$ cat config.mk
export PLATFORM = sky130hd
export DESIGN_NAME = mrna_iso_chain_seq
export DESIGN_NICKNAME = d
export VERILOG_FILES = /design/src/rtl/mrna_iso_chain_seq.sv
export SDC_FILE = /design/constraint.sdc
export NUM_CORES = 1
export LEC_CHECK = 0
export ABC_AREA = 0
export CAP_MARGIN = 40
export CORE_MARGIN = 10
export CORE_UTILIZATION = 49
export CTS_CLUSTER_DIAMETER = 120
export CTS_CLUSTER_SIZE = 20
export DETAILED_ROUTE_END_ITERATION = 12
export GPL_TIMING_DRIVEN = 0
export MAX_ROUTING_LAYER = met4
export PLACE_DENSITY = 0.79
export SKIP_LAST_GASP = 1
export SYNTH_ARGS = -nofsm -noshare
export SYNTH_HDL_FRONTEND = slang
export SYNTH_SLANG_ARGS = --single-unit
$ cat constraint.sdc
create_clock -name clk -period 4.55 [get_ports clk]
set_input_delay 1.365 -clock clk [delete_from_list [all_inputs] [get_ports clk]]
set_output_delay 1.365 -clock clk [all_outputs]
set_load 0.01 [all_outputs]
$ cat src/rtl/mrna_iso_chain_seq.sv
// rtl/mrna_iso_chain_seq.sv - protocol sequencer for a chain of mRNA-isolation units
// Walks load/lyse/mix/bead/sep/wash/collect phases; all valve outputs are registered, 1 = closed.
module mrna_iso_chain_seq #(
   parameter int N_UNITS   = 2,
   parameter int CW        = 16,
   parameter int LOAD_CYC  = 64,
   parameter int LYSE_CYC  = 128,
   parameter int PUMP_DIV  = 8,
   parameter int MIX_STEPS = 96,
   parameter int BEAD_CYC  = 64,
   parameter int SEP_CYC   = 128,
   parameter int COLL_CYC  = 32,
   parameter int FLUSH_CYC = 16
) (
   input  logic               clk,
   input  logic               rst_n,
   input  logic               start,
   input  logic               abort,
   input  logic [N_UNITS-1:0] unit_en,
   output logic               busy,
   output logic               done,
   output logic               aborted,
   output logic [3:0]         phase,
   output logic [3:0]         cur_unit,
   output logic [N_UNITS-1:0] cells_in_ctl,
   output logic [N_UNITS-1:0] collect_ctl,
   output logic               cells_out_ctl,
   output logic               lysis_in_ctl,
   output logic               lysis_waste_ctl,
   output logic               beads_in_ctl,
   output logic               bead_waste_ctl,
   output logic               push_ctl,
   output logic               sep_ctl,
   output logic               sieve_ctl,
   output logic               waste_ctl,
   output logic [2:0]         pump
);

   typedef enum logic [3:0] {
      S_IDLE = 4'd0, S_LOAD = 4'd1, S_LYSE = 4'd2, S_MIX = 4'd3, S_BEAD = 4'd4,
      S_SEP = 4'd5, S_WASH = 4'd6, S_COLLECT = 4'd7, S_DONE = 4'd8, S_FLUSH = 4'd9
   } state_t;

   state_t             state, nstate;
   logic [CW-1:0]      timer, ntimer;
   logic [CW-1:0]      step, nstep;
   logic [3:0]         unit, nunit;
   logic [N_UNITS-1:0] mask, nmask;
   logic [1:0]         pidx, npidx;
   logic [4:0]         load_hit, first_hit, next_hit;

   // Returns {found, index} of the lowest enabled unit at or above 'from'.
   function automatic logic [4:0] find_en(input logic [N_UNITS-1:0] m, input logic [4:0] from);
      logic [4:0] r;
      r = '0;
      for (int i = N_UNITS - 1; i >= 0; i--)
         if (m[i] && 5'(i) >= from) r = {1'b1, 4'(i)};
      return r;
   endfunction

   function automatic logic [2:0] pump_pat(input logic [1:0] idx);
      case (idx)
         2'd0:    return 3'b110;
         2'd1:    return 3'b101;
         default: return 3'b011;
      endcase
   endfunction

   always_comb begin
      load_hit  = find_en(unit_en, 5'd0);
      first_hit = find_en(mask, 5'd0);
      next_hit  = find_en(mask, {1'b0, unit} + 5'd1);
      nstate = state;
      nunit  = unit;
      nmask  = mask;
      nstep  = step;
      npidx  = pidx;
      ntimer = (timer == '0) ? '0 : timer - CW'(1);
      case (state)
         S_IDLE: if (start && |unit_en) begin
            nstate = S_LOAD;
            nmask  = unit_en;
            nunit  = load_hit[3:0];
            ntimer = CW'(LOAD_CYC - 1);
         end
         S_LOAD: if (timer == '0) begin
            if (next_hit[4]) begin
               nunit  = next_hit[3:0];
               ntimer = CW'(LOAD_CYC - 1);
            end else begin
               nstate = S_LYSE;
               nunit  = '0;
               ntimer = CW'(LYSE_CYC - 1);
            end
         end
         S_LYSE: if (timer == '0) begin
            nstate = S_MIX;
            nstep  = '0;
            npidx  = '0;
            ntimer = CW'(PUMP_DIV - 1);
         end
         S_MIX: if (timer == '0) begin
            if (step == CW'(MIX_STEPS - 1)) begin
               nstate = S_BEAD;
               ntimer = CW'(BEAD_CYC - 1);
            end else begin
               nstep  = step + CW'(1);
               npidx  = (pidx == 2'd2) ? 2'd0 : pidx + 2'd1;
               ntimer = CW'(PUMP_DIV - 1);
            end
         end
         S_BEAD: if (timer == '0) begin
            nstate = S_SEP;
            ntimer = CW'(SEP_CYC - 1);
         end
         S_SEP: if (timer == '0) begin
            nstate = S_WASH;
            ntimer = CW'(SEP_CYC - 1);
         end
         S_WASH: if (timer == '0) begin
            nstate = S_COLLECT;
            nunit  = first_hit[3:0];
            ntimer = CW'(COLL_CYC - 1);
         end
         S_COLLECT: if (timer == '0) begin
            if (next_hit[4]) begin
               nunit  = next_hit[3:0];
               ntimer = CW'(COLL_CYC - 1);
            end else begin
               nstate = S_DONE;
               nunit  = '0;
            end
         end
         S_DONE:  nstate = S_IDLE;
         S_FLUSH: if (timer == '0) nstate = S_IDLE;
         default: nstate = S_IDLE;
      endcase
      // Abort overrides any phase-end transition computed above.
      if (abort && state != S_IDLE && state != S_FLUSH) begin
         nstate = S_FLUSH;
         nunit  = '0;
         ntimer = CW'(FLUSH_CYC - 1);
      end
   end

   always_ff @(posedge clk) begin
      if (!rst_n) begin
         state           <= S_IDLE;
         timer           <= '0;
         step            <= '0;
         unit            <= '0;
         mask            <= '0;
         pidx            <= '0;
         busy            <= 1'b0;
         done            <= 1'b0;
         aborted         <= 1'b0;
         phase           <= 4'd0;
         cur_unit        <= 4'd0;
         cells_in_ctl    <= '1;
         collect_ctl     <= '1;
         cells_out_ctl   <= 1'b1;
         lysis_in_ctl    <= 1'b1;
         lysis_waste_ctl <= 1'b1;
         beads_in_ctl    <= 1'b1;
         bead_waste_ctl  <= 1'b1;
         push_ctl        <= 1'b1;
         sep_ctl         <= 1'b1;
         sieve_ctl       <= 1'b1;
         waste_ctl       <= 1'b1;
         pump            <= 3'b111;
      end else begin
         state           <= nstate;
         timer           <= ntimer;
         step            <= nstep;
         unit            <= nunit;
         mask            <= nmask;
         pidx            <= npidx;
         // Outputs decode the next state so they line up with the state register.
         busy            <= (nstate != S_IDLE);
         done            <= (nstate == S_DONE);
         aborted         <= (nstate == S_FLUSH) && (state != S_FLUSH);
         phase           <= nstate;
         cur_unit        <= (nstate == S_LOAD || nstate == S_COLLECT) ? nunit : 4'd0;
         cells_in_ctl    <= (nstate == S_LOAD) ? ~(N_UNITS'(1) << nunit) : '1;
         collect_ctl     <= (nstate == S_COLLECT) ? ~(N_UNITS'(1) << nunit) : '1;
         cells_out_ctl   <= (nstate != S_LOAD);
         lysis_in_ctl    <= (nstate != S_LYSE);
         lysis_waste_ctl <= (nstate != S_LYSE);
         beads_in_ctl    <= (nstate != S_BEAD);
         bead_waste_ctl  <= (nstate != S_BEAD);
         push_ctl        <= !(nstate == S_WASH || nstate == S_COLLECT);
         sep_ctl         <= (nstate != S_SEP);
         sieve_ctl       <= 1'b1;
         waste_ctl       <= !(nstate == S_WASH || nstate == S_FLUSH);
         pump            <= (nstate == S_MIX) ? pump_pat(npidx) : 3'b111;
      end
   end

endmodule

[After elaboration in Yosys (flattened, before gate mapping)]
Cells that the tools add are included.
Cells by class
  $add $sub $neg: 4
  magnitude comparators: 2
  eq/ne operators: 25
  shift operators: 1
  muxes and demuxes: 49
  bitwise operators: 2
  reduce and logical (&&, ||, !) cells: 27
Operator list (number)
  $mux W16: 12
  $pmux W16 S7: 1
  $mux W4: 21
  $pmux W4 S9: 1
  $pmux W16 S2: 1
  $eq A4 B3 Y1 const B: 6
  $add A16 B1 Y16 const B: 1
  $eq A16 B7 Y1 const B: 1
  $logic_not A16 Y1: 1
  $sub A16 B1 Y16 const B: 1
  $eq A4 B2 Y1 const B: 3
  $eq A4 B4 Y1 const B: 3
  $pmux W4 S3: 1
  $ge A1 B5 Y1 const A: 2
  $mux W5: 2
  $reduce_and A2 Y1: 5
  $eq A4 B1 Y1 const B: 2
  $mux W2: 4
  $ne A4 B3 Y1 const B: 2
  $reduce_bool A4 Y1: 2
  $reduce_or A2 Y1: 4
  $mux W7: 1
  $logic_and A1 B1 Y1: 6
  $mux W6: 1
  other kinds (20): 26
Storage, ports and cells
  flip-flop bits (word level): 64
  logic and storage cells: 130

[Depth between registers and ports, before layout]
Gate-level depths: netlist of run 1.
  depth after elaboration: 12
  depth in mapped cells: 11
  depth with buffers taken out: 9

[Worst setup path before layout of run 1]
OpenSTA, ideal clock, no wires.
  kind: input -> register
  from: in unit_en[0]
  to: reg cells_in_ctl[1]
  data arrival time: 2906 ps
  path slack: 1517 ps
  stages on the path: 7
  path through: o21ai_0 > a211o_1 > o2bb2ai_1 > a41o_1 > a211oi_2 > nand3_1 > or3b_1
On the way
  longest elaborated chain between the ends: 7
  elaborated cells on any way between the ends: 13
RTL lines
  start: declaration: line 19  | input logic [N_UNITS-1:0] unit_en,
  $reduce_or A2 Y1: line 80  | S_IDLE: if (start && |unit_en) begin
  $logic_and A1 B1 Y1: line 80
  $mux W4: line 80
  $pmux W4 S9 / $pmux W4 S3 (equally long branches): line 79  | case (state)
  $mux W4: line 139  | if (abort && state != S_IDLE && state != S_FLUSH) begin
  $eq A4 B1 Y1 / $shl A1 B4 Y2 (equally long branches): line 184  | cells_in_ctl <= (nstate == S_LOAD) ? ~(N_UNITS'(1) << nunit) : '1;
  $reduce_and A2 Y1 (no source line) / $not A2 Y2 (equally long branches)
  end signal: assignment: line 184
  end: declaration: line 25  | output logic [N_UNITS-1:0] cells_in_ctl,
Parallel ways exist; a longest one is shown, timed or not.
A chain may end at the register's enable or synchronous reset.

[Worst setup path in the final report of run 1]
  from: in start
  to: reg cells_in_ctl[1]
On the way
  longest elaborated chain between the ends: 6
  elaborated cells on any way between the ends: 11
RTL lines
  start: declaration: line 17  | input logic start,
  $logic_and A1 B1 Y1 *: line 80
  $mux W4: line 80
  $pmux W4 S9 / $pmux W4 S3 (equally long branches): line 79
  $mux W4: line 139
  $eq A4 B1 Y1 / $shl A1 B4 Y2 (equally long branches): line 184
  $reduce_and A2 Y1 (no source line) / $not A2 Y2 (equally long branches)
Mark *: on every way between the ends. The rest lies on a longest branch, timed or not.

==> metrics.txt, run 1 <==
status=finished clean; Core Rows=29; hold-fix buffers at CTS=0; Worst EP required=between 4000 and 5000 ps; synthesized area per cell=roughly 8.5 sq um; Yosys reg bits=64; Hold Vio Cnt, Final=0; reg2reg end=pump[1]$_SDFF_PN1_; Via Count=around 2.8k; setup_tns=0 ps; CP max stage cell=clkdlybuf4s50_1; busiest layer in global routing=met2; Final Critical Period=3488 ps; Final nets=425; Area Growth Syn to Fin=20.08%; Hold Path Depth=2; Distinct cells, synth=68; Root Driver=clkbuf_8; cells after synthesis=around 370; grt met1 use=0.1820; pin count of the biggest net entering global routing=13; Critical Path Max Stage Delay=540 ps; grt ovf=0; max-cap viol count=0; gr usage total=0.1574; Async SR Flop Fraction=0; M2 GR Usage=0.2399; Post-synth EDFFs=0; GP Congestion=0.9242; initial antenna violation count=0; I/O Buffers=31; post-synth top area share=0.4039; switch share=0.3744; # diodes=0; DRC violations left=0; Reg power frac=0.343; first-pass GRT wire length=12650 um; hold worst-path end=mask[1]$_SDFFE_PN0P_; Core Util, Final=0.6033; Ports=33; worst skew pair latency=around 350 ps; Die Y=100.5 um; skew final=8.539 ps; Starting DRT DRC Count=between 150 and 200; Fmax=286.7 MHz; worst hold slack=480.8 ps; Post-Layout Inst Area=0.003809 sq mm; R2R Setup Slk=1560 ps; Synth Flop Type=dfxtp_1; Design Power=2.090 mW; # setup viols final=0; Placed Area=between 0.003 and 0.004 sq mm; CTS H-tree lvls=3; critical path class=in -> reg; Sw Pwr=0.7823 mW; P_leak=around 1.5 nW; DR pass1 iterations=4; vias in the first global route=between 2k and 3k; share of layout cells above drive strength 1=0.1095; post-synthesis sequential area ratio=0.4039; HP Class=reg -> reg; WP buf/inv=1; CP cell instances=clkdlybuf4s50_1 > o21ai_0 > a211o_1 > o2bb2ai_1 > a41o_1 > a211oi_2 > nand3_1 > or3b_1; reg2reg start=timer[0]$_SDFF_PN0_; CTS tree=done; Avg WL per Cell=between 15 and 20 um; Routed Antenna Nets=0; Worst EP arrival=about 3700 ps; met3 Usage GRT=0.06036; final max-slew violation count=0; critical path's top delay family=compound AO/OA/AOI/OAI gates; RSZ-0062 raised after global routing=false; Syn Nets=383; Longest Clk Path Bufs=2; Post-Syn Area=0.003172 sq mm; Comb pwr share=0.391; fin crit share=0.7667; critical path peak fanout=5; Worst R2R Path Depth=9; setup repair bufs after CTS=0; cts bufs inserted=9; Critical Path Source Type=primary input; clock power share=0.265; die area=between 0.01 and 0.015 sq mm; CP endpoint kind=register; clock sink count=64; synth top area cells=dfxtp_1 (40%), nor2_1 (5.3%), nand2_1 (4.1%); PwrDens=548.6 mW/mm^2; core area=0.006314 sq mm; Yosys top cell by area=dfxtp_1; Slew HR=0.4392; Least-Margin Pin Slew=approximately 830 ps; Yosys Warn Count=0; final WL=7518 um; Clock transition at path regs=around 70 ps; Final HPWL DP=about 5500 um; Int Pwr=1.307 mW; Resized cells post-CTS=0; Die W=100.5 um; Via density=roughly 5.7; min-delay src=mask[1]$_SDFFE_PN0P_; Max rail drop VDD=336.2 uV; initial core utilization=0.5024
## how the worst max path moves through the flow
stage                    start                    endpoint  slack (ps)  depth (start not counted)
floorplan           unit_en[0]  cells_in_ctl[1]$_SDFF_PN1_        1520                          7
global placement         start          pump[1]$_SDFF_PN1_         760                          7
detailed placement       start  cells_in_ctl[1]$_SDFF_PN1_         710                          8
CTS                      start  cells_in_ctl[1]$_SDFF_PN1_        1080                          8
global route             start  cells_in_ctl[1]$_SDFF_PN1_         940                          8
finish                   start  cells_in_ctl[1]$_SDFF_PN1_        1060                          8
## kinds of logic after synthesis
logic type      count (synthesis)  share of synthesized area
simple gates                  170                     0.2915
compound gates                 81                     0.1700
flops                          64                     0.4039
buf+inv                        28                    0.04813
xor+xnor                       24                    0.06627
fa+ha+maj                       4                    0.01578
other cells                     1                   0.001182
mux                             1                   0.003156
## power by group through the flow
stage | clock [mW] | combinational (mW) | sequential [mW]
finish | 0.554 | 0.818 | 0.718
global route | 0.584 | 0.914 | 0.728
CTS | 0.564 | 0.814 | 0.716
detailed placement | 0 | 0.808 | 0.726
global placement | 0 | 0.793 | 0.723
floorplan | 0 | 0.594 | 0.724
## tightest hold or removal path: cells and delay by family (launching register included)
family	cells	cell delay [ps]
flip-flops	1	330
AND/OR/NAND/NOR	1	60
AO/OA/AOI/OAI	1	50
## layout by cell type (no fill, tap or decap), drive strengths merged, types with 4 or more instances in the layout
cell	instances
a21oi	25
a31oi	4
and2	5
and3	6
buf	10
clkbuf	17
clkdlybuf4s50	31
dfxtp	64
ha	4
inv	11
nand2	36
nand3	15
nand4	10
nor2	45
nor2b	5
nor3	5
nor4	8
nor4b	4
o21ai	22
o31ai	5
or3	11
xnor2	11
xor2	13
## layer usage
| layer | wire (um) | vias up |
|---|---|---|
| li1 | - | 1417 |
| met1 | 3376 | 1315 |
| met2 | 3460 | 73 |
| met3 | 553 | 16 |
| met4 | 127 | 0 |
| met5 | 0 | - |
## state kept, by name, summed over array words and instances (netlist names), 2 cells and up
name          flops
state             4
mask              2
unit              4
cur_unit          4
collect_ctl       2
pump              3
step             16
cells_in_ctl      2
pidx              2
timer            16
## area by class of cell
class,instances,area [sq um]
sequential,64,1281
fill,574,2505
inverter,11,41.29
clock inverter,6,92.59
tap,77,96.34
timing repair buffer,31,310.3
multi-input combinational,281,1738
clock buffer,10,137.6
buffer,17,111.4
## Yosys cell counts, types with 5 or more instances
cell,number
inv_1,11
a21oi_1,25
xnor2_1,11
nor2b_1,5
xor2_1,13
nor4_1,6
nor3_1,5
nand3_1,15
o31ai_1,5
dfxtp_1,64
or3_1,10
clkbuf_1,7
nor2_1,45
nand4_1,10
nand2_1,35
o21ai_0,19
## per-stage QoR
step,instances,worst slack [ps]
2_1_floorplan,373,1517
3_3_place_gp,481,756.3
3_5_place_dp,481,705.8
4_1_cts,497,1077
5_1_grt,497,939.3
6_report,497,1062
No activity file was read; power rests on OpenSTA's default activity.
==> inputs of run 2 (changes only) <==
- clock period: 4.55 -> 3.35 ns (I/O delays scaled with it)
==> results of run 2 <==
The final DEF is identical to that of run 1. Status: finished clean.
Among the figures that moved: setup slack after placement 705.8 ps -> -134.2 ps; setup slack after layout 1062 ps -> 221.7 ps; register-to-register setup slack 1560 ps -> 360 ps; total power 2.090 mW -> 2.838 mW; worst IR drop on VDD 336.2 uV -> 456.6 uV
==> RTL change, RTL diff (flow settings as in run 2) <==
Add an input register stage for `start`, `abort` and `unit_en`; this delays them by one clock.
--- a/src/rtl/mrna_iso_chain_seq.sv
+++ b/src/rtl/mrna_iso_chain_seq.sv
@@ -42,4 +42,14 @@
    } state_t;
 
+   logic start_q;
+   logic abort_q;
+   logic [N_UNITS-1:0] unit_en_q;
+
+   always_ff @(posedge clk) begin
+      start_q   <= start;
+      abort_q   <= abort;
+      unit_en_q <= unit_en;
+   end
+
    state_t             state, nstate;
    logic [CW-1:0]      timer, ntimer;
@@ -68,5 +78,5 @@
 
    always_comb begin
-      load_hit  = find_en(unit_en, 5'd0);
+      load_hit  = find_en(unit_en_q, 5'd0);
       first_hit = find_en(mask, 5'd0);
       next_hit  = find_en(mask, {1'b0, unit} + 5'd1);
@@ -78,7 +88,7 @@
       ntimer = (timer == '0) ? '0 : timer - CW'(1);
       case (state)
-         S_IDLE: if (start && |unit_en) begin
+         S_IDLE: if (start_q && |unit_en_q) begin
             nstate = S_LOAD;
-            nmask  = unit_en;
+            nmask  = unit_en_q;
             nunit  = load_hit[3:0];
             ntimer = CW'(LOAD_CYC - 1);
@@ -137,5 +147,5 @@
       endcase
       // Abort overrides any phase-end transition computed above.
-      if (abort && state != S_IDLE && state != S_FLUSH) begin
+      if (abort_q && state != S_IDLE && state != S_FLUSH) begin
          nstate = S_FLUSH;
          nunit  = '0;
Formal check against the unedited RTL: not equivalent (a bounded check fails within 4 cycles, from zero or initial values and one cycle with rst_n low).
==> RTL change against run 2 <==
Sequential cell count grew 4; synthesized area grew 3.2%; first-iteration DRC count grew 18%; total power fell by 4.4%; final area is 2.5% higher; cell count grew 3.2%; routed wire length is 0.63% higher; register-to-register slack better by 130 ps; hold slack got worse by 2.1 ps; worst setup slack improved by 270 ps; sequential power increased by 4%; critical endpoint is now collect_ctl[0]$_SDFF_PN1_; largest power group is now registers.
==> RTL change: results (changes against run 2) <==
register area = 0.001361 sq mm (+6.3%)
Fillers = 565 (-1.6%)
Max IR drop VDD = 0.0004348 V (-4.8%)
CP max FO = 8 (+3)
placed cell areas = 0.003681 sq mm (+2.9%)
Setup crit start = unit[0]$_SDFF_PN0_
TritonCTS buffer count = 9 (unchanged)
H-tree depth = 3 (unchanged)
DR WL/cell = 14.75 um (-2.5%)
internal power = 1.746 mW (-1.7%)
non-clk buf share = 0.1025 (-0.008179)
vias in the first global route = 2698 (unchanged)
outcome = finished clean
crit path DAT = 3080 ps (-280 ps)
layout cells sized above 1 = 0.07798 (-0.03154)
end of the critical path = collect_ctl[0]$_SDFF_PN1_
Commonest cells post-synth = dfxtp_1 (68), nor2_1 (47), a21oi_1 (36)
Worst Hold Margin = 478.6 ps (-2.140 ps)
Post-Synth Adder-Cell Area = 0.01528 (-0.0004944)
first-pass iteration count of the detailed router = 5 (+1)
post-synthesis mux area share = 0.003057 (-0.00009888)
first-pass GRT wire length = 12770 um (+0.92%)
DR vias = 2944 (+4.4%)
#FFs+latches synth = 68 (+6.3%)
Buffers, non-clock = 51 (+6.3%)
leakage power = 1.422 nW (-3.0%)
sequential share of the synthesized area = 0.4157 (+0.01180)
dpl cells = 497 (+3.3%)
Synth Instances = 389 (+4.3%)
Crit Reg-Reg Startpoint = unit[0]$_SDFF_PN0_
Place WS = 186.6 ps (+320.8 ps)
syn nets = 399 (+4.2%)
Worst Hold End = step[1]$_SDFFE_PN0P_
Logic inverters = 8 (-3)
multi-input logic area = 0.001793 sq mm (+3.2%)
final WL = 7565 um (+0.63%)
Clock Skew = 8.113 ps (-0.4263 ps)
aggregate global-route resource usage = 0.1559 (-0.001488)
post-route cell area = 0.003905 sq mm (+2.5%)
ClkCell Share = 0.05735 (-0.003093)
DP HPWL = 5601 um (+0.98%)
hold path start = step[1]$_SDFFE_PN0P_
post-synth cell types = 55 (-19%)
Slew @ Worst Pin = 624.8 ps (-208.7 ps)
Synth area leaders = dfxtp_1 (42%), a21oi_1 (5.5%), nor2_1 (5.4%), xor2_1 (3.7%), nand2_1 (3.2%)
XOR/XNOR Fraction of Synth Area = 0.06420 (-0.002077)
nets = 441 (+3.8%)
gpl congestion = 0.9245 (about the same)
worst setup margin = 487.6 ps (+265.9 ps)
fraction of the mapped netlist area in compound gates = 0.1712 (+0.001169)
[RTL change: cell count changes after synthesis, moves of 5 or more]
cell and change:
clkbuf_1 +5, nand2_1 -7, nand3b_1 +5, nor3_1 +7
a21oi_1 +11, and3_1 +5
[RTL change: power by group through the flow]
stage	sequential (mW)	clock, mW	combinational (mW)
after global placement	1.02	0	0.919
final	1.01	0.754	0.946
after global routing	1.03	0.805	1.06
after CTS	1.01	0.768	0.940
after floorplan	1.03	0	0.689
after detailed placement	1.03	0	0.934
[RTL change: layer usage]
metal  global-route usage  up-vias  wire [um]
li1                     -     1477          -
met1               0.1934     1362       3520
met2               0.2445       94       3470
met3              0.03676       11        467
met4              0.04950        0        106
met5                    -        -          0
[RTL change: worst max-delay path: stages, from the launching register on]
cell,delay (ps)
dfxtp_1,460
ha_1,290
nor2b_1,100
o21ai_0,150
a211oi_2,490
nor2_1,90
or3_1,360
buf_2,170
or3b_4,440
nand3b_1,170
